--- config.mk ---
export PLATFORM = sky130hd
export DESIGN_NAME = pulse_stretching_device
export DESIGN_NICKNAME = d
export VERILOG_FILES = /design/src/rtl/pulse_conv_pkg.sv /design/src/rtl/pulse_stretching_device_rise_edge_detect.sv /design/src/rtl/pulse_stretching_device.sv
export SDC_FILE = /design/constraint.sdc
export NUM_CORES = 1
export LEC_CHECK = 0
export ABC_AREA = 0
export CAP_MARGIN = 40
export CORE_MARGIN = 1
export CORE_UTILIZATION = 50
export DETAILED_ROUTE_END_ITERATION = 10
export PLACE_DENSITY = 0.73
export SLEW_MARGIN = 20
export SYNTH_ARGS = -nofsm -noshare
export SYNTH_HDL_FRONTEND = slang
export SYNTH_SLANG_ARGS = --single-unit
--- constraint.sdc ---
create_clock -name IN_CLOCK -period 4.6 [get_ports IN_CLOCK]
set_input_delay 0.46 -clock IN_CLOCK [delete_from_list [all_inputs] [get_ports IN_CLOCK]]
set_output_delay 0.46 -clock IN_CLOCK [all_outputs]
set_load 0.02 [all_outputs]
--- src/rtl/pulse_conv_pkg.sv ---
// Shared definitions for the pulse shortener/stretcher family.
package pulse_conv_pkg;

  // Default counter width shared by the shortener and stretcher.
  localparam int unsigned LEN_BITS_DEF = 8;

  // Gap counter width; holds MIN_GAP-1 for MIN_GAP in 1..15.
  localparam int unsigned GAP_W = 4;

  typedef enum logic [1:0] {
    ST_IDLE    = 2'd0,
    ST_STRETCH = 2'd1,
    ST_GAP     = 2'd2
  } state_e;

endpackage

--- src/rtl/pulse_stretching_device_rise_edge_detect.sv ---
// Rising-edge detector: trig_o is high for the cycle in which sig_i is 1
// and was 0 on the previous clock. The history flop resets to RST_VAL so a
// level already high at reset release can be masked until it drops.
module rise_edge_detect #(
  parameter logic RST_VAL = 1'b1
) (
  input  logic clk_i,
  input  logic rst_ni,
  input  logic sig_i,
  output logic trig_o
);

  logic prev_q;

  // Remember last cycle's input level.
  always_ff @(posedge clk_i or negedge rst_ni) begin
    if (!rst_ni) prev_q <= RST_VAL;
    else         prev_q <= sig_i;
  end

  assign trig_o = sig_i & ~prev_q;

endmodule

--- src/rtl/pulse_stretching_device.sv ---
// Pulse stretcher: turns a rising edge on IN_PULSE into a registered pulse
// of IN_LENGTH clocks, optionally retriggerable, followed by a guaranteed
// MIN_GAP-clock low gap. Triggers that cannot be honoured raise OUT_MISSED
// for one clock. MIN_GAP must lie in 1..15.
module pulse_stretching_device
  import pulse_conv_pkg::*;
#(
  parameter int unsigned LEN_BITS = LEN_BITS_DEF,
  parameter int unsigned MIN_GAP  = 1
) (
  input  logic                IN_CLOCK,
  input  logic                IN_RESET_N,
  input  logic                IN_PULSE,
  input  logic [LEN_BITS-1:0] IN_LENGTH,
  input  logic                IN_RETRIGGER,
  output logic                OUT_LONG_PULSE,
  output logic                OUT_BUSY,
  output logic                OUT_MISSED
);

  localparam logic [GAP_W-1:0] GAP_LOAD = GAP_W'(MIN_GAP - 1);

  state_e              state_q, state_d;
  logic [LEN_BITS-1:0] cnt_q, cnt_d;
  logic [GAP_W-1:0]    gap_q, gap_d;
  logic                pulse_q, pulse_d;
  logic                busy_q, busy_d;
  logic                missed_q, missed_d;

  logic                trig;
  logic                len_nz;
  logic [LEN_BITS-1:0] len_m1;

  // History resets high: a level held across reset release is not a trigger.
  rise_edge_detect #(
    .RST_VAL (1'b1)
  ) u_edge (
    .clk_i  (IN_CLOCK),
    .rst_ni (IN_RESET_N),
    .sig_i  (IN_PULSE),
    .trig_o (trig)
  );

  assign len_nz = (IN_LENGTH != '0);
  assign len_m1 = IN_LENGTH - LEN_BITS'(1);

  // Next-state, counter and output decode; all outputs are then registered.
  always_comb begin
    state_d  = state_q;
    cnt_d    = cnt_q;
    gap_d    = gap_q;
    pulse_d  = pulse_q;
    busy_d   = busy_q;
    missed_d = 1'b0;

    case (state_q)
      ST_IDLE: begin
        // A zero-length trigger in IDLE is silently ignored.
        if (trig && len_nz) begin
          state_d = ST_STRETCH;
          cnt_d   = len_m1;
          pulse_d = 1'b1;
          busy_d  = 1'b1;
        end
      end

      ST_STRETCH: begin
        // Retrigger wins even on the final stretch cycle (cnt_q == 0).
        if (trig && IN_RETRIGGER && len_nz) begin
          cnt_d = len_m1;
        end else begin
          if (trig) missed_d = 1'b1;
          if (cnt_q != '0) begin
            cnt_d = cnt_q - LEN_BITS'(1);
          end else begin
            state_d = ST_GAP;
            gap_d   = GAP_LOAD;
            pulse_d = 1'b0;
          end
        end
      end

      ST_GAP: begin
        if (trig) missed_d = 1'b1;
        if (gap_q != '0) begin
          gap_d = gap_q - GAP_W'(1);
        end else begin
          state_d = ST_IDLE;
          busy_d  = 1'b0;
        end
      end

      default: begin
        state_d = ST_IDLE;
        pulse_d = 1'b0;
        busy_d  = 1'b0;
      end
    endcase
  end

  // State, counters and output flops; reset may hit mid-pulse.
  always_ff @(posedge IN_CLOCK or negedge IN_RESET_N) begin
    if (!IN_RESET_N) begin
      state_q  <= ST_IDLE;
      cnt_q    <= '0;
      gap_q    <= '0;
      pulse_q  <= 1'b0;
      busy_q   <= 1'b0;
      missed_q <= 1'b0;
    end else begin
      state_q  <= state_d;
      cnt_q    <= cnt_d;
      gap_q    <= gap_d;
      pulse_q  <= pulse_d;
      busy_q   <= busy_d;
      missed_q <= missed_d;
    end
  end

  assign OUT_LONG_PULSE = pulse_q;
  assign OUT_BUSY       = busy_q;
  assign OUT_MISSED     = missed_q;

endmodule

==> metrics.cfg <==
[floorplan]
rows=17
die-width_um=52.4
initial_core_util_pct=55.3
dieArea_mm2=0.00275
core_area_mm2=0.00230
boundaryPins=15
die_y_um=52.4

[logic_synthesis]
synth_top_area_cell=dfrtp_1
syn_inst=132
yosys.area.top_type_share_pct=33.5
ys_warn_count=0
avgSynthCellArea_um2=9.63
synth.area.top_cells=dfrtp_1 33%, ha_1 6.9%, inv_1 4.7%, o2bb2ai_1 3.4%, a31oi_1 3.0%
ys_seq_area_share_pct=35.5
synth.most_common_cell=dfrtp_1
yosys-top-cells-count=17 x dfrtp_1, 16 x inv_1, 10 x nand2_1, 7 x ha_1, 7 x o21ai_1
ys.flop_type=dfrtp_1
synth-async-reset-ratio_pct=100
syn_area_mm2=0.00127
synth_edf_count=0
yosysUniqueCellTypes=41
ys_seq_elements=18
postSynthNetCount=151

[cts]
cts.sink_count=18
ctsRootBufferMaster=clkbuf_4
cts_tree=yes
post_cts_buffers=0
cts_max_level=1
path_clk_slew_ns=0.10
clock_path_buffers=2
holdBufCountCts=0
cts_resized=0
clock_latency_ns=0.30
cts_made_buffers=3

[global_route]
gr-usage-all-layers_pct=22.3
grt_pass1_vias=1003
overflow=0
grt_max_degree=19
grt_pass1_wl_um=4440
antenna_found_initial=0

[timing]
tns_ns=0
finalSetupViolCount=0
finClkSkew_ns=0.00186
worst_slew_pin_slew_ns=0.530
slew_headroom_pct=64.3
setup_ws_ns=2.26
post-route-period-util_pct=50.9
hold_violations=0
fin_crit_ns=2.34
rsz0062_at_grt=false
fmaxAchievable_mhz=427
drv_slew=0

[layout]
syn_to_final_growth_pct=16.0
drive_gt1_share_pct=12.1
design_area_mm2=0.00148
antennaDiodeCount=0
fin_cells=177
final_nets=169

[worst_setup_path]
crit_slowest_cell=clkdlybuf4s50_1
worst-r2r-cell-count=7
worstPathRequired_ns=4.79
critPathMaxFanout=12
crit_chain=clkdlybuf4s50_1 > inv_1 > ha_1 > nor3b_2 > a211oi_4 > nand2b_4 > o21ai_0 > a211o_1
cp_top_family=compound AO/OA/AOI/OAI gates
critPathArrivalTime_ns=2.53
path_depth=8
worstSetupStartpointType=input port
endpoint_kind=flip-flop
worstPathBufferInverterCount=2
critical-path-max-stage-delay_ns=0.55
crit_type=input port to flip-flop

[detailed_routing]
highest-signal-layer=met4
met1_length_um=1290
drc=0
drtPass1Iterations=4
route.met3.wl_um=136
first_iter_violations=18
totalWireLength_um=2590
wire_per_inst_um=14.7
wl_met2_um=1130
ant_nets=0
vias=1022
viasPerCell=5.77

[power]
leakage_nw=0.616
power_uw=749
pwr_density_cell_mw_per_mm2=508
ir_worst_vdd_mv=0.267

[place]
globalplace.congestion=0.817
place_area_mm2=0.00143
dp.cells=172
hpwl_um=1960
io_buffers=14
place_ws_ns=1.95

[job]
maxCapViolations=0

[run_status]
status=complete, no violations

[worst_hold_path]
hold_path.class=input port to async pin

==> kinds of logic after synthesis <==
logic type / synth area share (%)
AOI/OAI and AO/OA: 24.9
and+or+nand+nor: 18.0
buffers and inverters: 6.20
DFF: 35.5
adders and majority gates: 6.89
xor gates and xnor gates: 3.45
muxes: 5.02
==> per-layer routing <==
| layer | vias up | global-route usage, % |
|---|---|---|
| li1 | 518 | - |
| met1 | 474 | 32.1 |
| met2 | 26 | 33.5 |
| met3 | 4 | 3.48 |
| met4 | 0 | 7.89 |
| met5 | - | 0 |
==> layout by cell type, fill, tap and decap left out, types with 2 or more instances in the layout <==
master / instances
clkbuf_4: 3
nor2_1: 6
or4_1: 2
xor2_1: 2
a31oi_1: 6
xnor2_1: 3
a32oi_1: 2
a22oi_1: 2
mux2i_1: 3
o21ai_1: 7
dfrtp_1: 17
nand2_1: 10
a21oi_1: 5
o2bb2ai_1: 5
o22a_1: 3
nor3b_2: 3
nand2b_1: 3
inv_1: 16
nor3_1: 6
clkdlybuf4s50_1: 14
ha_1: 7
o21ai_0: 3
==> state kept, by name (all words and copies together), names as in the netlist <==
signal,flops
cnt_q,8
OUT_BUSY,1
OUT_LONG_PULSE,1
gap_q,4
u_edge.prev_q,1
state_q,2
OUT_MISSED,1
==> area by class of cell <==
| cell class | instances | area [µm²] |
|---|---|---|
| clock buffers | 4 | 36.3 |
| fillers | 189 | 822 |
| inverters | 16 | 60.1 |
| multi-input cells | 96 | 741 |
| flip-flops and latches | 18 | 452 |
| well taps | 28 | 35.0 |
| repair buffers | 15 | 151 |
==> worst paths after layout <==
path	startpoint	end	slack (ns)
max	IN_LENGTH[0]	cnt_q[5]	2.26
min	IN_RESET_N	OUT_BUSY	0.46
max reg2reg	cnt_q[0]	gap_q[2]	2.43
min reg2reg	gap_q[2]	gap_q[2]	0.52
max in group asynchronous	IN_RESET_N	cnt_q[1]	3.70
min in group IN_CLOCK	gap_q[2]	gap_q[2]	0.52
==> stage by stage <==
| stage | util [%] | hold slack, ns |
|---|---|---|
| 2_1_floorplan | - | 0.164 |
| 3_3_place_gp | 62.1 | 0.485 |
| 3_5_place_dp | 62.1 | 0.499 |
| 4_1_cts | 63.7 | 0.526 |
| 5_1_grt | 64.2 | 0.466 |
| 6_report | 64.2 | 0.463 |
==> power by group <==
group	total, mW	switching [mW]	leakage, nW	internal (mW)
Combinational	0.392	0.221	0.370	0.171
Sequential	0.259	0.0487	0.225	0.210
Clock	0.0983	0.0500	0.0210	0.0483
Note: power is estimated with default switching activity, not from simulation.
